### config.mk
export PLATFORM = sky130hd
export DESIGN_NAME = lsu_ctrl_flat
export DESIGN_NICKNAME = d
export VERILOG_FILES = /design/src/rtl/lsu_ctrl_pkg.sv /design/src/rtl/lsu_ctrl_if.sv /design/src/rtl/lsu_ctrl_addr_gen.sv /design/src/rtl/lsu_ctrl.sv /design/src/flat_wrapper.sv
export SDC_FILE = /design/constraint.sdc
export NUM_CORES = 1
export LEC_CHECK = 0
export BUFFER_PORTS_ARGS = -buffer_cell sky130_fd_sc_hd__buf_2
export CAP_MARGIN = 20
export CORE_AREA = 2 2 240 242
export CTS_CLUSTER_DIAMETER = 40
export CTS_CLUSTER_SIZE = 20
export DETAILED_ROUTE_END_ITERATION = 10
export DIE_AREA = 0 0 242 244
export SYNTH_ARGS = -nofsm -noshare
export SYNTH_HDL_FRONTEND = slang
export SYNTH_SLANG_ARGS = --single-unit
### constraint.sdc
create_clock -name clk -period 11.3 [get_ports clk]
set_input_delay 2.825 -clock clk [delete_from_list [all_inputs] [get_ports clk]]
set_output_delay 2.825 -clock clk [all_outputs]
set_load 0.03 [all_outputs]
### src/rtl/lsu_ctrl_pkg.sv
// Shared LSU definitions: FSM states, dmem byte-lane selects, mcause codes, func3 opcodes.
package lsu_ctrl_pkg;
  typedef enum logic [1:0] {ST_IDLE = 2'd0, ST_ISSUE = 2'd1, ST_RESP = 2'd2} lsu_state_e;

  localparam logic [7:0] WSEL_B = 8'h01;
  localparam logic [7:0] WSEL_H = 8'h03;
  localparam logic [7:0] WSEL_W = 8'h0F;
  localparam logic [7:0] WSEL_D = 8'hFF;

  localparam logic [3:0] EXC_ILLEGAL     = 4'd2;
  localparam logic [3:0] EXC_LD_MISALIGN = 4'd4;
  localparam logic [3:0] EXC_LD_FAULT    = 4'd5;
  localparam logic [3:0] EXC_ST_MISALIGN = 4'd6;
  localparam logic [3:0] EXC_ST_FAULT    = 4'd7;

  localparam logic [2:0] F3_B  = 3'b000;
  localparam logic [2:0] F3_H  = 3'b001;
  localparam logic [2:0] F3_W  = 3'b010;
  localparam logic [2:0] F3_D  = 3'b011;
  localparam logic [2:0] F3_BU = 3'b100;
  localparam logic [2:0] F3_HU = 3'b101;
  localparam logic [2:0] F3_WU = 3'b110;

  // Access size (func3[1:0]) to dmem byte-lane select.
  function automatic logic [7:0] wsel_of(input logic [1:0] sz);
    case (sz)
      2'b00:   return WSEL_B;
      2'b01:   return WSEL_H;
      2'b10:   return WSEL_W;
      default: return WSEL_D;
    endcase
  endfunction
endpackage

### src/rtl/lsu_ctrl_if.sv
// LSU bus bundle: execute request, dmem access and writeback response.
// slave = LSU side, master = surrounding pipeline / memory side.
interface lsu_ctrl_if #(parameter int XLEN = 64, parameter int RD_W = 5);
  logic            req_valid;
  logic            req_ready;
  logic            req_is_load;
  logic            req_is_store;
  logic [2:0]      req_func3;
  logic [XLEN-1:0] req_base;
  logic [XLEN-1:0] req_imm;
  logic [XLEN-1:0] req_wdata;
  logic [RD_W-1:0] req_rd;

  logic            we_dmem;
  logic            is_LOAD;
  logic [7:0]      dmem_word_sel;
  logic [XLEN-1:0] r_dmem_addr;
  logic [XLEN-1:0] w_dmem_data;
  logic [2:0]      func3;
  logic [XLEN-1:0] dmem_data;
  logic            exc_en;
  logic [3:0]      exc_code;
  logic [XLEN-1:0] exc_val;

  logic            resp_valid;
  logic            resp_ready;
  logic [XLEN-1:0] resp_data;
  logic [RD_W-1:0] resp_rd;
  logic            resp_is_load;
  logic            resp_exc;
  logic [3:0]      resp_exc_code;
  logic [XLEN-1:0] resp_exc_val;

  modport slave (
    input  req_valid, req_is_load, req_is_store, req_func3, req_base, req_imm, req_wdata, req_rd,
    output req_ready,
    output we_dmem, is_LOAD, dmem_word_sel, r_dmem_addr, w_dmem_data, func3,
    input  dmem_data, exc_en, exc_code, exc_val,
    output resp_valid, resp_data, resp_rd, resp_is_load, resp_exc, resp_exc_code, resp_exc_val,
    input  resp_ready
  );

  modport master (
    output req_valid, req_is_load, req_is_store, req_func3, req_base, req_imm, req_wdata, req_rd,
    input  req_ready,
    input  we_dmem, is_LOAD, dmem_word_sel, r_dmem_addr, w_dmem_data, func3,
    output dmem_data, exc_en, exc_code, exc_val,
    input  resp_valid, resp_data, resp_rd, resp_is_load, resp_exc, resp_exc_code, resp_exc_val,
    output resp_ready
  );
endinterface

### src/rtl/lsu_ctrl_addr_gen.sv
// Combinational request decode: effective address, byte-lane select, illegal-op flag.
module lsu_ctrl_addr_gen
  import lsu_ctrl_pkg::*;
#(
  parameter int XLEN = 64
) (
  input  logic [XLEN-1:0] base,
  input  logic [XLEN-1:0] imm,
  input  logic [2:0]      func3,
  input  logic            is_load,
  input  logic            is_store,
  output logic [XLEN-1:0] addr,
  output logic [7:0]      word_sel,
  output logic            illegal
);
  assign addr     = base + imm;
  assign word_sel = wsel_of(func3[1:0]);
  // No unsigned 64b load (111), no store variants with func3[2] set, op type must be unique.
  assign illegal  = (is_load && is_store) ||
                    (is_load && func3 == 3'b111) ||
                    (is_store && func3[2]);
endmodule

### src/rtl/lsu_ctrl.sv
// Load/store unit: one outstanding op, IDLE -> ISSUE -> RESP.
// Optional LSU_PERF_CNT_EN adds per-type 64b handshake counters.
module lsu_ctrl
  import lsu_ctrl_pkg::*;
#(
  parameter int XLEN = 64,
  parameter int RD_W = 5
) (
  input  logic        clk,
  input  logic        rst,
  lsu_ctrl_if.slave   bus
`ifdef LSU_PERF_CNT_EN
  ,
  output logic [63:0] cnt_load,
  output logic [63:0] cnt_store,
  output logic [63:0] cnt_exc
`endif
);
  typedef struct packed {
    logic            is_load;
    logic            is_store;
    logic [2:0]      func3;
    logic [7:0]      wsel;
    logic [XLEN-1:0] addr;
    logic [XLEN-1:0] wdata;
    logic [RD_W-1:0] rd;
  } op_t;

  typedef struct packed {
    logic            valid;
    logic [XLEN-1:0] data;
    logic [RD_W-1:0] rd;
    logic            is_load;
    logic            exc;
    logic [3:0]      code;
    logic [XLEN-1:0] val;
  } resp_t;

  lsu_state_e      state;
  op_t             op;
  resp_t           resp;
  logic [XLEN-1:0] ag_addr;
  logic [7:0]      ag_wsel;
  logic            ag_illegal;
  logic            issue;

  lsu_ctrl_addr_gen #(.XLEN(XLEN)) u_addr_gen (
    .base     (bus.req_base),
    .imm      (bus.req_imm),
    .func3    (bus.req_func3),
    .is_load  (bus.req_is_load),
    .is_store (bus.req_is_store),
    .addr     (ag_addr),
    .word_sel (ag_wsel),
    .illegal  (ag_illegal)
  );

  // FSM: accept op, one dmem cycle, hold result until writeback takes it.
  always_ff @(posedge clk or posedge rst) begin
    if (rst) begin
      state <= ST_IDLE;
      op    <= '0;
      resp  <= '0;
    end else begin
      case (state)
        ST_IDLE: begin
          if (bus.req_valid && (bus.req_is_load || bus.req_is_store)) begin
            op.is_load  <= bus.req_is_load;
            op.is_store <= bus.req_is_store;
            op.func3    <= bus.req_func3;
            op.wsel     <= ag_wsel;
            op.addr     <= ag_addr;
            op.wdata    <= bus.req_is_store ? bus.req_wdata : '0;
            op.rd       <= bus.req_rd;
            if (ag_illegal) begin
              // Decode fault: never touches dmem.
              state        <= ST_RESP;
              resp.valid   <= 1'b1;
              resp.data    <= '0;
              resp.rd      <= bus.req_rd;
              resp.is_load <= 1'b0;
              resp.exc     <= 1'b1;
              resp.code    <= EXC_ILLEGAL;
              resp.val     <= '0;
            end else begin
              state <= ST_ISSUE;
            end
          end
        end
        ST_ISSUE: begin
          state        <= ST_RESP;
          resp.valid   <= 1'b1;
          resp.data    <= bus.exc_en ? '0 : (op.is_load ? bus.dmem_data : '0);
          resp.rd      <= op.rd;
          resp.is_load <= op.is_load && !bus.exc_en;
          resp.exc     <= bus.exc_en;
          resp.code    <= bus.exc_en ? bus.exc_code : 4'd0;
          resp.val     <= bus.exc_en ? bus.exc_val : '0;
        end
        ST_RESP: begin
          if (bus.resp_ready) begin
            state <= ST_IDLE;
            resp  <= '0;
          end
        end
        default: state <= ST_IDLE;
      endcase
    end
  end

  // dmem is driven only while in ISSUE, straight from latched state.
  assign issue             = (state == ST_ISSUE);
  assign bus.req_ready     = (state == ST_IDLE);
  assign bus.we_dmem       = issue && op.is_store;
  assign bus.is_LOAD       = issue && op.is_load;
  assign bus.dmem_word_sel = issue ? op.wsel  : '0;
  assign bus.r_dmem_addr   = issue ? op.addr  : '0;
  assign bus.w_dmem_data   = issue ? op.wdata : '0;
  assign bus.func3         = issue ? op.func3 : '0;

  assign bus.resp_valid    = resp.valid;
  assign bus.resp_data     = resp.data;
  assign bus.resp_rd       = resp.rd;
  assign bus.resp_is_load  = resp.is_load;
  assign bus.resp_exc      = resp.exc;
  assign bus.resp_exc_code = resp.code;
  assign bus.resp_exc_val  = resp.val;

`ifdef LSU_PERF_CNT_EN
  // Count each consumed response once: faulted ops (incl. illegal) as exc, else by type.
  always_ff @(posedge clk or posedge rst) begin
    if (rst) begin
      cnt_load  <= '0;
      cnt_store <= '0;
      cnt_exc   <= '0;
    end else if (state == ST_RESP && bus.resp_ready) begin
      if (resp.exc)       cnt_exc   <= cnt_exc + 64'd1;
      else if (op.is_load) cnt_load  <= cnt_load + 64'd1;
      else                cnt_store <= cnt_store + 64'd1;
    end
  end
`endif
endmodule

### src/flat_wrapper.sv
// flat-port wrapper written by rule: the top's interface ports become plain ports
module lsu_ctrl_flat import lsu_ctrl_pkg::*;
#(
  parameter int XLEN = 64,
  parameter int RD_W = 5
)
  (clk, rst, bus_req_valid, bus_req_is_load, bus_req_is_store, bus_req_func3, bus_req_base, bus_req_imm, bus_req_wdata, bus_req_rd, bus_req_ready, bus_we_dmem, bus_is_LOAD, bus_dmem_word_sel, bus_r_dmem_addr, bus_w_dmem_data, bus_func3, bus_dmem_data, bus_exc_en, bus_exc_code, bus_exc_val, bus_resp_valid, bus_resp_data, bus_resp_rd, bus_resp_is_load, bus_resp_exc, bus_resp_exc_code, bus_resp_exc_val, bus_resp_ready);
  lsu_ctrl_if #(.XLEN(XLEN), .RD_W(RD_W)) bus_i ();
  input  logic clk;
  input  logic rst;
  input wire logic [$bits(bus_i.req_valid)-1:0] bus_req_valid;
  input wire logic [$bits(bus_i.req_is_load)-1:0] bus_req_is_load;
  input wire logic [$bits(bus_i.req_is_store)-1:0] bus_req_is_store;
  input wire logic [$bits(bus_i.req_func3)-1:0] bus_req_func3;
  input wire logic [$bits(bus_i.req_base)-1:0] bus_req_base;
  input wire logic [$bits(bus_i.req_imm)-1:0] bus_req_imm;
  input wire logic [$bits(bus_i.req_wdata)-1:0] bus_req_wdata;
  input wire logic [$bits(bus_i.req_rd)-1:0] bus_req_rd;
  output wire logic [$bits(bus_i.req_ready)-1:0] bus_req_ready;
  output wire logic [$bits(bus_i.we_dmem)-1:0] bus_we_dmem;
  output wire logic [$bits(bus_i.is_LOAD)-1:0] bus_is_LOAD;
  output wire logic [$bits(bus_i.dmem_word_sel)-1:0] bus_dmem_word_sel;
  output wire logic [$bits(bus_i.r_dmem_addr)-1:0] bus_r_dmem_addr;
  output wire logic [$bits(bus_i.w_dmem_data)-1:0] bus_w_dmem_data;
  output wire logic [$bits(bus_i.func3)-1:0] bus_func3;
  input wire logic [$bits(bus_i.dmem_data)-1:0] bus_dmem_data;
  input wire logic [$bits(bus_i.exc_en)-1:0] bus_exc_en;
  input wire logic [$bits(bus_i.exc_code)-1:0] bus_exc_code;
  input wire logic [$bits(bus_i.exc_val)-1:0] bus_exc_val;
  output wire logic [$bits(bus_i.resp_valid)-1:0] bus_resp_valid;
  output wire logic [$bits(bus_i.resp_data)-1:0] bus_resp_data;
  output wire logic [$bits(bus_i.resp_rd)-1:0] bus_resp_rd;
  output wire logic [$bits(bus_i.resp_is_load)-1:0] bus_resp_is_load;
  output wire logic [$bits(bus_i.resp_exc)-1:0] bus_resp_exc;
  output wire logic [$bits(bus_i.resp_exc_code)-1:0] bus_resp_exc_code;
  output wire logic [$bits(bus_i.resp_exc_val)-1:0] bus_resp_exc_val;
  input wire logic [$bits(bus_i.resp_ready)-1:0] bus_resp_ready;
  assign bus_i.req_valid = bus_req_valid;
  assign bus_i.req_is_load = bus_req_is_load;
  assign bus_i.req_is_store = bus_req_is_store;
  assign bus_i.req_func3 = bus_req_func3;
  assign bus_i.req_base = bus_req_base;
  assign bus_i.req_imm = bus_req_imm;
  assign bus_i.req_wdata = bus_req_wdata;
  assign bus_i.req_rd = bus_req_rd;
  assign bus_req_ready = bus_i.req_ready;
  assign bus_we_dmem = bus_i.we_dmem;
  assign bus_is_LOAD = bus_i.is_LOAD;
  assign bus_dmem_word_sel = bus_i.dmem_word_sel;
  assign bus_r_dmem_addr = bus_i.r_dmem_addr;
  assign bus_w_dmem_data = bus_i.w_dmem_data;
  assign bus_func3 = bus_i.func3;
  assign bus_i.dmem_data = bus_dmem_data;
  assign bus_i.exc_en = bus_exc_en;
  assign bus_i.exc_code = bus_exc_code;
  assign bus_i.exc_val = bus_exc_val;
  assign bus_resp_valid = bus_i.resp_valid;
  assign bus_resp_data = bus_i.resp_data;
  assign bus_resp_rd = bus_i.resp_rd;
  assign bus_resp_is_load = bus_i.resp_is_load;
  assign bus_resp_exc = bus_i.resp_exc;
  assign bus_resp_exc_code = bus_i.resp_exc_code;
  assign bus_resp_exc_val = bus_i.resp_exc_val;
  assign bus_i.resp_ready = bus_resp_ready;
  lsu_ctrl #(.XLEN(XLEN), .RD_W(RD_W)) u_core (.clk(clk), .rst(rst), .bus(bus_i));
endmodule
==> metrics <==
EDFF count, synth 0; Least-Margin Pin Slew 1040 ps; Avg WL per Cell 18.2 um; Tcrit/Tclk final 51.8%; worst hold path type register to register; fmax roughly 0.17 GHz; Chip Width roughly 240 um; Placed Instances between 3000 and 4000; Yosys top cell by area dfrtp_1; crit path max fanout 74; initial antenna violation count 5; # clock sinks approximately 280; CTS clk-pin slew, worst paths 60 ps; CP Launch Type register; required time of the critical path ~8500 ps; net count after synthesis 2164; DP Wirelength ~43000 um; Rows 87; Post-CTS Resized 0; leakage about 11 nW; first-pass GRT wire length between 80000 and 90000 um; number of distinct library cells after synthesis 75; Max-Cap Viols 0; Setup WS pre-CTS roughly 5300 ps; drt via density around 4.8; crit path time final a little under 6000 ps; most frequent cells in the layout buf_2, nand2_1, dfrtp_1; Crit path largest cell delay 620 ps; nets@finish 2735; remaining antenna violation count 0; Peak VDD IR 0.000128 V; root buffer cell clkbuf_16; Top FF cell, synth dfrtp_1; area added between synthesis and finish 36.1%; number of hold buffers added after CTS 0; drt initial violations about 880; CP endpoint kind primary output; Slowest cell on crit path buf_4; drc violations 0; outcome finished, final reports clean; H-tree lvl count 2; Worst Skew between 40 and 50 ps; Die H between 200 and 250 um; core area 56200 um2; Critical Path AT between 3000 and 4000 ps; worst-path cell chain inv_1 -> ha_4 -> buf_4 -> and2_1 -> buf_2; TNS Setup 0 ps; worst setup margin 5450 ps; Final setup viols 0; vias in the first global route roughly 15000; Starting Density between 20% and 30%; area fraction of the dominant cell type after synthesis a little under half; Cell Count, Final, Fillers Out roughly 3100; RSZ-0062 raised after global routing no; Clock Path Buffers 3; pin count of the biggest net entering global routing 110; most common cell after layout, fill and taps aside buf_2; TritonCTS Buffers 54; GRT Total Usage 18.6%; grt ovf 0; Seq/Total Area, Yosys 46.1%; synth top area cells dfrtp_1, nand2_1, and2_1, ha_1, o21ai_0; via count approximately 15000; drt first pass iters 7; Post-Syn Area roughly 15000 um2; share of cells above drive strength 1 between 30% and 40%; Cell Pwr Density between 200 and 250 nW/um2; port bufs 620; Gate Count Post-Synth around 1800; Clk Latency, worst-skew pair just under 600 ps; Final Hold Fails 0; Mapped Avg Cell Area just under 9 um2; CTS tree done; yosys warns 0; Setup Fix Bufs, Post-CTS 0; Die Area between 50000 and 60000 um2; Max-slew headroom just over 30%; synthesized flop and latch total about 280; asr flop ratio synth 100%; DRT Wirelength about 57000 um; GPL Wtd Cong roughly 0.9; # IOs approximately 620; fin. max-slew vios 0; kind of critical path register to primary output
kinds of logic (layout without fill, tap and decap cells):
kind of cell | after synthesis | count (layout) | share of synthesized area, %
AND/OR/NAND/NOR | 790 | 790 | 23.8
AO/OA/AOI/OAI | 423 | 423 | 17.9
flip-flops | 284 | 284 | 46.1
buffers and inverters | 136 | 751 | 3.52
adder cells (fa/ha/maj) | 69 | 69 | 5.64
XOR/XNOR | 50 | 50 | 2.84
multiplexers | 4 | 4 | 0.268
other | 0 | 1 | 0
final timing paths:
path | start | to | slack [ps] | depth (start not counted)
max | u_core.state[1] | bus_w_dmem_data[2] | 5450 | 5
min | u_core.op[50] | u_core.op[50] | 450 | 2
max reg2reg | u_core.state[1] | u_core.bus.resp_data[23] | 7840 | 9
min reg2reg | u_core.op[50] | u_core.op[50] | 450 | 2
max in group asynchronous | rst | u_core.bus.resp_exc_val[51] | 6800 | 4
min in group asynchronous | rst | u_core.bus.resp_data[27] | 2390 | 2
worst max-delay path, delay by kind of cell, from the launching register on:
family	cells	cell delay (ps)
flops	1	420
simple gates	1	280
fa+ha+maj	1	580
buf+inv	3	1040
synthesized netlist by cell type (8+ instances only):
master	count
o211ai_1	8
ha_1	68
nor2b_1	11
xor2_1	26
o21ai_1	28
nor3_1	11
a22o_1	63
dfrtp_1	284
a21oi_1	79
nand3_1	95
nand4_1	21
o21bai_1	10
inv_1	17
xnor2_1	24
and3_1	10
nand2_1	432
o21ai_0	135
clkbuf_1	103
a31oi_1	13
nor2_1	36
a21o_1	33
and2_1	146
layout make-up:
| cell class | instances | area (um2) |
|---|---|---|
| clock inverter | 42 | 464 |
| sequential | 284 | 7110 |
| multi-input combinational | 1336 | 7810 |
| antenna | 1 | 2.50 |
| inverter | 17 | 71.3 |
| clock buffer | 58 | 1390 |
| fill | 5800 | 35200 |
| timing repair buffer | 634 | 3210 |
| tap | 756 | 946 |
flip-flops by register name, indices dropped and copies added, names as in the netlist:
name,count
u_core.state,2
u_core.bus.resp_exc,1
u_core.bus.resp_rd,5
u_core.bus.resp_exc_val,64
u_core.bus.resp_exc_code,4
u_core.bus.resp_is_load,1
u_core.bus.resp_data,64
u_core.op,142
u_core.bus.resp_valid,1
where the power goes:
part	internal [mW]	total, mW	switching (mW)	leakage, nW
clock	1.00	1.61	0.606	0.880
combinational	0.476	1.65	1.18	6.41
sequential	1.33	1.49	0.165	3.77
total	2.80	4.75	1.95	11.1
metrics by stage:
stage | hold slack, ps | total power, mW | cell area (um2) | util, %
4_1_cts | 457 | 4.81 | 21000 | 37.4
2_1_floorplan | 426 | 2.61 | 15400 | -
3_5_place_dp | 447 | 3.17 | 19100 | 34.1
6_report | 452 | 4.75 | 21000 | 37.4
3_3_place_gp | 440 | 3.14 | 19100 | 34.1
5_1_grt | 474 | 5.04 | 21000 | 37.4
per-layer routing:
layer  part of all wire, %  up-vias  GRT usage [%]
met5                  0.10        -              0
met4                   4.0        8           7.90
met3                   6.1      111           3.52
met2                    49      562           31.6
met1                    41     7195           23.1
li1                      -     7212              -
Note: power is estimated with default switching activity, not from simulation.
